--- config.mk ---
export PLATFORM = sky130hd
export DESIGN_NAME = time_of_day_core
export DESIGN_NICKNAME = d
export VERILOG_FILES = /design/src/rtl/time_of_day_core.sv
export SDC_FILE = /design/constraint.sdc
export NUM_CORES = 1
export LEC_CHECK = 0
export ABC_AREA = 1
export CAP_MARGIN = 10
export CORE_AREA = 2 2 130 107
export DETAILED_ROUTE_END_ITERATION = 6
export DIE_AREA = 0 0 132 109
export PLACE_DENSITY = 0.84
export SLEW_MARGIN = 20
export SYNTH_ARGS = -nofsm -noshare
export SYNTH_HDL_FRONTEND = slang
export SYNTH_SLANG_ARGS = --single-unit
--- constraint.sdc ---
create_clock -name inputClock -period 5.2 [get_ports inputClock]
set_input_delay 1.04 -clock inputClock [delete_from_list [all_inputs] [get_ports inputClock]]
set_output_delay 1.04 -clock inputClock [all_outputs]
set_load 0.005 [all_outputs]
--- src/rtl/time_of_day_core.sv ---
// Time-of-day engine: one prescaler drives binary sec/min/hour counters, with
// debounced keys steering a three-field set mode and a blink divider for feedback.
module time_of_day_core #(
    parameter int CLK_HZ   = 50_000_000,
    parameter int BLINK_HZ = 2,
    parameter int DEBOUNCE = 1_000_000
) (
    input  logic        inputClock,
    input  logic        nReset,
    input  logic        pause,
    input  logic        mode12,
    input  logic        nSelect,
    input  logic        nAdvance,
    input  logic        nClear,
    output logic [23:0] time_bcd,
    output logic [5:0]  blank_mask,
    output logic        pm,
    output logic        sec_pulse,
    output logic        setting,
    output logic [1:0]  state_dbg
);

    localparam int PS_W       = $clog2(CLK_HZ);
    localparam int DB_W       = $clog2(DEBOUNCE + 1);
    localparam int BLINK_HALF = (CLK_HZ / (2 * BLINK_HZ) > 0) ? CLK_HZ / (2 * BLINK_HZ) : 1;
    localparam int BL_W       = $clog2(BLINK_HALF + 1);

    typedef enum logic [1:0] {
        S_RUN      = 2'd0,
        S_SET_SEC  = 2'd1,
        S_SET_MIN  = 2'd2,
        S_SET_HOUR = 2'd3
    } state_t;

    state_t            state, state_nxt;
    logic [PS_W-1:0]   presc;
    logic [5:0]        sec, min;
    logic [4:0]        hour;
    logic [4:0]        hour_disp;
    logic [BL_W-1:0]   blink_cnt;
    logic              blink_phase;
    logic              tick;
    logic [2:0]        key_raw;
    logic [2:0]        key_press;
    logic              sel_ev, adv_ev, clr_ev;

    // Key order: 0 = select, 1 = advance, 2 = clear. All keys idle high.
    assign key_raw = {nClear, nAdvance, nSelect};

    for (genvar k = 0; k < 3; k++) begin : g_key
        logic            s1, s2, level, press_q;
        logic [DB_W-1:0] db_cnt;

        always_ff @(posedge inputClock or negedge nReset) begin
            if (!nReset) begin
                s1      <= 1'b1;
                s2      <= 1'b1;
                level   <= 1'b1;
                db_cnt  <= '0;
                press_q <= 1'b0;
            end else begin
                s1      <= key_raw[k];
                s2      <= s1;
                press_q <= 1'b0;
                if (s2 == level) begin
                    db_cnt <= '0;
                end else if (db_cnt == DB_W'(DEBOUNCE - 1)) begin
                    // New level held long enough; only the falling edge is an event.
                    db_cnt  <= '0;
                    level   <= s2;
                    press_q <= ~s2;
                end else begin
                    db_cnt <= db_cnt + 1'b1;
                end
            end
        end

        assign key_press[k] = press_q;
    end

    assign sel_ev = key_press[0];
    assign adv_ev = key_press[1];
    assign clr_ev = key_press[2];

    always_ff @(posedge inputClock or negedge nReset) begin
        if (!nReset) state <= S_RUN;
        else         state <= state_nxt;
    end

    always_comb begin
        state_nxt  = state;
        setting    = 1'b0;
        blank_mask = '0;
        case (state)
            S_RUN: begin
                if (sel_ev) state_nxt = S_SET_SEC;
            end
            S_SET_SEC: begin
                setting = 1'b1;
                if (blink_phase) blank_mask = 6'b000011;
                if (sel_ev) state_nxt = S_SET_MIN;
            end
            S_SET_MIN: begin
                setting = 1'b1;
                if (blink_phase) blank_mask = 6'b001100;
                if (sel_ev) state_nxt = S_SET_HOUR;
            end
            S_SET_HOUR: begin
                setting = 1'b1;
                if (blink_phase) blank_mask = 6'b110000;
                if (sel_ev) state_nxt = S_RUN;
            end
        endcase
    end

    assign state_dbg = state;
    assign tick      = (state == S_RUN) && !pause && (presc == PS_W'(CLK_HZ - 1));

    // Prescaler sits at 0 throughout set mode so the first second after exit is full.
    always_ff @(posedge inputClock or negedge nReset) begin
        if (!nReset) begin
            presc     <= '0;
            sec_pulse <= 1'b0;
        end else begin
            sec_pulse <= tick;
            if (state != S_RUN)  presc <= '0;
            else if (tick)       presc <= '0;
            else if (!pause)     presc <= presc + 1'b1;
        end
    end

    always_ff @(posedge inputClock or negedge nReset) begin
        if (!nReset) begin
            sec  <= '0;
            min  <= '0;
            hour <= '0;
        end else if (tick) begin
            if (sec == 6'd59) begin
                sec <= '0;
                if (min == 6'd59) begin
                    min  <= '0;
                    hour <= (hour == 5'd23) ? 5'd0 : hour + 5'd1;
                end else begin
                    min <= min + 6'd1;
                end
            end else begin
                sec <= sec + 6'd1;
            end
        end else if (state != S_RUN && !sel_ev) begin
            // Set-mode edits touch only the selected field; clear wins over advance.
            if (clr_ev) begin
                case (state)
                    S_SET_SEC:  sec  <= '0;
                    S_SET_MIN:  min  <= '0;
                    S_SET_HOUR: hour <= '0;
                    default: ;
                endcase
            end else if (adv_ev) begin
                case (state)
                    S_SET_SEC:  sec  <= (sec == 6'd59) ? 6'd0 : sec + 6'd1;
                    S_SET_MIN:  min  <= (min == 6'd59) ? 6'd0 : min + 6'd1;
                    S_SET_HOUR: hour <= (hour == 5'd23) ? 5'd0 : hour + 5'd1;
                    default: ;
                endcase
            end
        end
    end

    // Blink divider restarts at phase 0 whenever a select event changes the field.
    always_ff @(posedge inputClock or negedge nReset) begin
        if (!nReset) begin
            blink_cnt   <= '0;
            blink_phase <= 1'b0;
        end else if (state == S_RUN || sel_ev) begin
            blink_cnt   <= '0;
            blink_phase <= 1'b0;
        end else if (blink_cnt == BL_W'(BLINK_HALF - 1)) begin
            blink_cnt   <= '0;
            blink_phase <= ~blink_phase;
        end else begin
            blink_cnt <= blink_cnt + 1'b1;
        end
    end

    function automatic logic [7:0] to_bcd(input logic [5:0] v);
        logic [3:0] tens;
        logic [3:0] units;
        if      (v >= 6'd50) tens = 4'd5;
        else if (v >= 6'd40) tens = 4'd4;
        else if (v >= 6'd30) tens = 4'd3;
        else if (v >= 6'd20) tens = 4'd2;
        else if (v >= 6'd10) tens = 4'd1;
        else                 tens = 4'd0;
        units = 4'(v - 6'(tens) * 6'd10);
        return {tens, units};
    endfunction

    always_comb begin
        hour_disp = hour;
        if (mode12) begin
            if (hour == 5'd0)      hour_disp = 5'd12;
            else if (hour > 5'd12) hour_disp = hour - 5'd12;
        end
    end

    assign time_bcd = {to_bcd({1'b0, hour_disp}), to_bcd(min), to_bcd(sec)};
    assign pm       = (hour >= 5'd12);

endmodule

Yosys cells after proc, flatten, opt, wreduce, memory -nomap -nowiden
Index checks and enable logic that the tools add are counted.
Widths: inputs -> output; s select.
{"block": "totals", "ff_bits": 143, "latch_bits": 0, "ramBits": 0, "mem_bits_ro": 0, "inputBits": 7, "n_memories": 0}
{"block": "classes", "add_sub_neg": 12, "multipliers": 3, "n_div": 0, "n_lt_le_gt_ge": 17, "eq_ne": 21, "shifts": 0, "muxes": 71, "bitwise_logic": 7, "n_reduce_logical": 23}
{"cell": "$mux 20", "count": 6}
{"cell": "$mux 6", "count": 16}
{"cell": "$mux 26", "count": 3}
{"cell": "$add 20x1->20 const B", "count": 3}
{"cell": "$eq 20x20->1 const B", "count": 3}
{"cell": "$mux 5", "count": 12}
{"cell": "$mux 24", "count": 2}
{"cell": "$add 26x1->26 const B", "count": 1}
{"cell": "$eq 26x26->1 const B", "count": 1}
{"cell": "$add 24x1->24 const B", "count": 1}
{"cell": "$eq 24x24->1 const B", "count": 1}
{"cell": "$ge 6x5->1 const B", "count": 4}
{"cell": "$ge 6x6->1 const B", "count": 4}
{"cell": "$mux 2", "count": 11}
{"cell": "$mux 3", "count": 6}
{"cell": "$pmux 6 s3", "count": 1}
{"cell": "$add 6x1->6 const B", "count": 2}
{"cell": "$eq 6x6->1 const B", "count": 2}
{"cell": "$ge 5x6->1 const B", "count": 2}
{"cell": "$ge 6x4->1 const B", "count": 2}
{"cell": "$mux 1", "count": 12}
{"cell": "$reduce_bool 2->1", "count": 6}
{"cell": "$sub 4x4->4", "count": 3}
{"cell": "$ge 5x4->1 const B", "count": 2}
{"cell": "26 further kinds", "count": 48}

Longest topological paths before layout
{"block": "depth", "word_depth": 12, "depth_mapped": 17, "mapped_depth_nobuf": 17}

Worst setup path before layout
OpenSTA, ideal clock, no wires.
{"block": "synth_path", "path_type": "input -> output", "from": "in mode12", "to": "out time_bcd[19]", "t_arrival_ns": 2.353, "required_ns": 4.160, "setup_slack_ns": 1.807, "cell_stages": 12, "n_path_buf": 0, "cell_sequence": "nand4_1 nand2_1 nor2_1 nand3_1 nand3_1 ha_1 inv_1 ha_1 nor2_1 inv_1 nand3_1 nand2_1"}
{"block": "synth_via", "elab_chain_cells": 9, "word_cells_on_any_way": 13}
{"element": "from (decl)", "line": "11", "source": "input logic mode12,"}
{"element": "$mux 5 *", "line": "200", "source": "if (mode12) begin"}
{"element": "$ge 5x4->1", "line": "192", "source": "else if (v >= 6'd10) tens = 4'd1;"}
{"element": "$mux 1", "line": "192"}
{"element": "$mux 2", "line": "191", "source": "else if (v >= 6'd20) tens = 4'd2;"}
{"element": "$mux 2", "line": "190", "source": "else if (v >= 6'd30) tens = 4'd3;"}
{"element": "$mux 3", "line": "189", "source": "else if (v >= 6'd40) tens = 4'd4;"}
{"element": "$mux 3 *", "line": "188", "source": "if (v >= 6'd50) tens = 4'd5;"}
{"element": "via time_bcd[20]", "line": "15", "source": "output logic [23:0] time_bcd,"}
{"element": "$mul 3x3->3 *", "line": "194", "source": "units = 4'(v - 6'(tens) * 6'd10);"}
{"element": "$sub 4x4->4 *", "line": "194"}
{"element": "to (decl)", "line": "15"}
The timed path passes the listed nets; every way through them passes the cells marked *.

Worst setup path in the final report
{"block": "layout_path", "from": "in mode12", "to": "out time_bcd[19]"}
{"block": "layout_via", "elab_chain_cells": 9, "word_cells_on_any_way": 13}
{"element": "$mux 5 *", "line": "200"}
{"element": "$ge 5x4->1", "line": "192"}
{"element": "$mux 1", "line": "192"}
{"element": "$mux 2", "line": "191"}
{"element": "$mux 2", "line": "190"}
{"element": "$mux 3", "line": "189"}
{"element": "$mux 3", "line": "188"}
{"element": "$mul 3x3->3", "line": "194"}
{"element": "$sub 4x4->4 *", "line": "194"}
Every way passes the cells marked *; elsewhere a longest branch is shown, timed or not.

==> results.tsv <==
metric	value	unit
cts_made_buffers	17	
htree_levels	4	
hold_viol_final	0	
endpoint_kind	output port	
rsz0062_at_grt	false	
drtIter0Drc	637	
grt_max_degree	90	
synth_cells	1110	
die_w	132	um
vias	7442	
cp.arrival	3.63	ns
critPathBufInv	3	
clock-sinks	143	
hold_buffers	0	
yosys_warnings	0	
postRouteAntennaNets	0	
path_cells	clkdlybuf4s50_1, nand4_1, nand2_1, nor2_1, nand3_1, nand3_1, ha_1, inv_1, ha_1, nor2_1, nand3_1, nand2_1, clkdlybuf4s50_1	
post_cts_buffers	0	
status	complete, no violations	
yosys_register_bits	143	
root_buffer	clkbuf_16	
place_congestion	0.903	
pwr-share-seq	0.457	
antennaDiodeCount	0	
ctsResizeCount	0	
drv_slew	0	
grt_pass1_wl	31700	um
seq_area_frac_synth	0.426	
cts_tree	built	
fin_setup_tns	0	ns
layout-drive-gt1-share	0.0489	
num_io_pins	42	
internal_power	1.97	mW
routed_via_density	5.53	
avgSynthCellArea	7.58	um^2
cpMostUsedCell	nand3_1	
fin_crit	4.67	ns
clk_pin_slew_worst_paths	0.06	ns
nets	1186	
worst-setup-path-type	in2out	
register_area	3590	um^2
maxCapViolCount	0	
required	4.16	ns
cp_slowest_stage_delay	0.51	ns
synthArstFlopShare	1.00	
power.share.switching	0.239	
cp_top_family	simple AND/OR/NAND/NOR gates	
area_growth_syn_to_layout	13.3	%
drcViolationCount	0	
min_path_type	reg2reg	
fin_util	0.724	
power.share.clock	0.492	
start_util	0.639	
dpl.hpwl	12700	um
rows	38	
antenna_found_initial	0	
crit_fanout	7	
grt-ovfl-total	0	
slowest_stage	clkdlybuf4s50_1	
firstDrtPassIters	5	
grt_pass1_vias	7041	
p_sw	0.619	mW
io_buffer_count	37	
cts_buffer_depth	2	
cp-start-kind	primary input	
fillCellCount	1025	
syn_area	8420	um^2
post_drt_wl_per_cell	13.6	um
vdd_drop_max	0.320	mV
drt_wl_total	18200	um
power.density	272	nW/um^2
finalCritPeriodShare	0.898	
setup_violations	0	
p_comb_frac	0.052	
die_y	109	um
multiInputGateArea	4090	um^2
clock_latency	0.43	ns
worst_slew_pin_slew	0.802	ns
synth-main-ff-cell	dfrtp_1	
coreArea	13200	um^2
synth_edf_count	0	
max-slew-margin-rel	0.465	
dieArea	14400	um^2
skew	0.00879	ns
track_usage	0.271	
p_leak	4.36	nW
fmax	214	MHz
synth_cell_types	42	
cells in the mapped netlist, types with 3 or more instances:
master / instances / area share
nor3_1: 48 / 0.029
o21ai_0: 47 / 0.028
nand3_1: 82 / 0.049
mux2i_1: 3 / 0.0036
xor2_1: 42 / 0.044
clkbuf_1: 5 / 0.0022
nand2_2: 4 / 0.0030
nor4_1: 14 / 0.010
dfrtp_1: 134 / 0.40
buf_4: 12 / 0.011
ha_1: 25 / 0.037
nor2_2: 4 / 0.0030
o22ai_1: 6 / 0.0045
xnor2_1: 9 / 0.0094
nand2_1: 212 / 0.095
nand4_1: 44 / 0.033
o31ai_1: 3 / 0.0027
o211ai_1: 3 / 0.0027
dfstp_2: 9 / 0.028
nor3b_1: 13 / 0.012
inv_1: 165 / 0.074
a31oi_1: 7 / 0.0052
nor2_1: 152 / 0.068
a21oi_1: 37 / 0.022
a211oi_1: 5 / 0.0045
power by group through the flow:
| stage | logic (mW) | clock network (mW) | registers [mW] |
|---|---|---|---|
| after CTS | 0.136 | 1.30 | 1.18 |
| after global placement | 0.129 | 0 | 1.20 |
| after floorplan | 0.0832 | 0 | 1.19 |
| final | 0.134 | 1.28 | 1.18 |
| after detailed placement | 0.133 | 0 | 1.20 |
| after global routing | 0.154 | 1.35 | 1.19 |
through the flow:
step / setup WS [ns] / hold WS (ns) / cell area, um^2 / cells / power [mW]
floorplan: 1.81 / 0.345 / 8430 / 1113 / 1.28
global placement: 0.643 / 0.346 / 8920 / 1313 / 1.33
detailed placement: 0.543 / 0.347 / 8920 / 1313 / 1.33
CTS: 0.530 / 0.357 / 9540 / 1345 / 2.61
global route: 0.253 / 0.359 / 9540 / 1345 / 2.69
finish: 0.529 / 0.356 / 9540 / 1345 / 2.59
path summary, 6_finish.rpt:
path                                   start            end  slack, ns  cells past startpoint
worst max-delay path                  mode12   time_bcd[19]       0.53                     13
worst min-delay path             g_key[2].s1    g_key[2].s2       0.36                      0
worst max register to register  state_dbg[0]      presc[17]       2.29                     11
worst min register to register   g_key[2].s1    g_key[2].s2       0.36                      0
max in group asynchronous             nReset    g_key[1].s2       3.58                      2
min in group asynchronous             nReset  blink_cnt[22]       0.67                      1
worst reg2reg max path, delay by kind of cell (launching register included):
family,cells,cell delay [ns]
flip-flops,1,0.46
AND/OR/NAND/NOR,6,1.38
AO/OA/AOI/OAI,1,0.08
adder cells (fa/ha/maj),1,0.33
buffers and inverters,3,0.52
area by class of cell:
class | count | area share
inverters | 167 | 0.0657
clock buffers | 18 | 0.0460
flip-flops and latches | 143 | 0.376
well taps | 180 | 0.0236
clock inverters | 14 | 0.0190
repair buffers | 39 | 0.0405
multi-input cells | 784 | 0.429
cell usage in the layout (no fill, tap or decap), types with 3 or more instances in the layout:
cell             synthesis  final
dfrtp_1                134    134
a31oi_1                  7      7
xnor2_1                  9      9
a211oi_1                 5      5
o22ai_1                  6      6
nor2_1                 152    152
mux2i_1                  3      3
nor2_2                   4      4
a21oi_1                 37     37
nor3_1                  48     48
nor4_1                  14     14
o31ai_1                  3      3
xor2_1                  42     42
nand2_2                  4      4
nand3_1                 82     82
ha_1                    25     25
nand2_1                212    212
inv_1                  165    165
o21ai_0                 47     47
clkbuf_16                0     17
dfstp_2                  9      9
clkdlybuf4s50_1          0     36
nand4_1                 44     44
nor3b_1                 13     13
o211ai_1                 3      3
bufinv_16                0      3
conb_1                   1      4
clkinv_4                 0      3
registers in the layout, indices dropped and copies added (netlist names), 2 cells and up:
signal and count:
g_key.s2 3, blink_cnt 24, g_key.level 3, g_key.db_cnt 60, sec 6, state_dbg 2
presc 26, hour 5, g_key.s1 3, min 6
metal layers:
metal | wire length (um) | global-route usage | vias to the layer above
met1 | 8550 | 0.361 | 3497
met2 | 8590 | 0.450 | 223
li1 | - | - | 3701
met5 | 0 | 0 | -
met4 | 177 | 0.0714 | 0
met3 | 933 | 0.0656 | 21
logic make-up after synthesis:
| kind of cell | Yosys count | synth area share |
|---|---|---|
| simple gates | 585 | 0.311 |
| buf+inv | 186 | 0.0893 |
| flops | 143 | 0.426 |
| compound gates | 114 | 0.0745 |
| xor+xnor | 51 | 0.0531 |
| fa+ha+maj | 27 | 0.0419 |
| mux | 3 | 0.00357 |
| other cells | 1 | 0.000445 |
(Power assumes the default switching activity.)
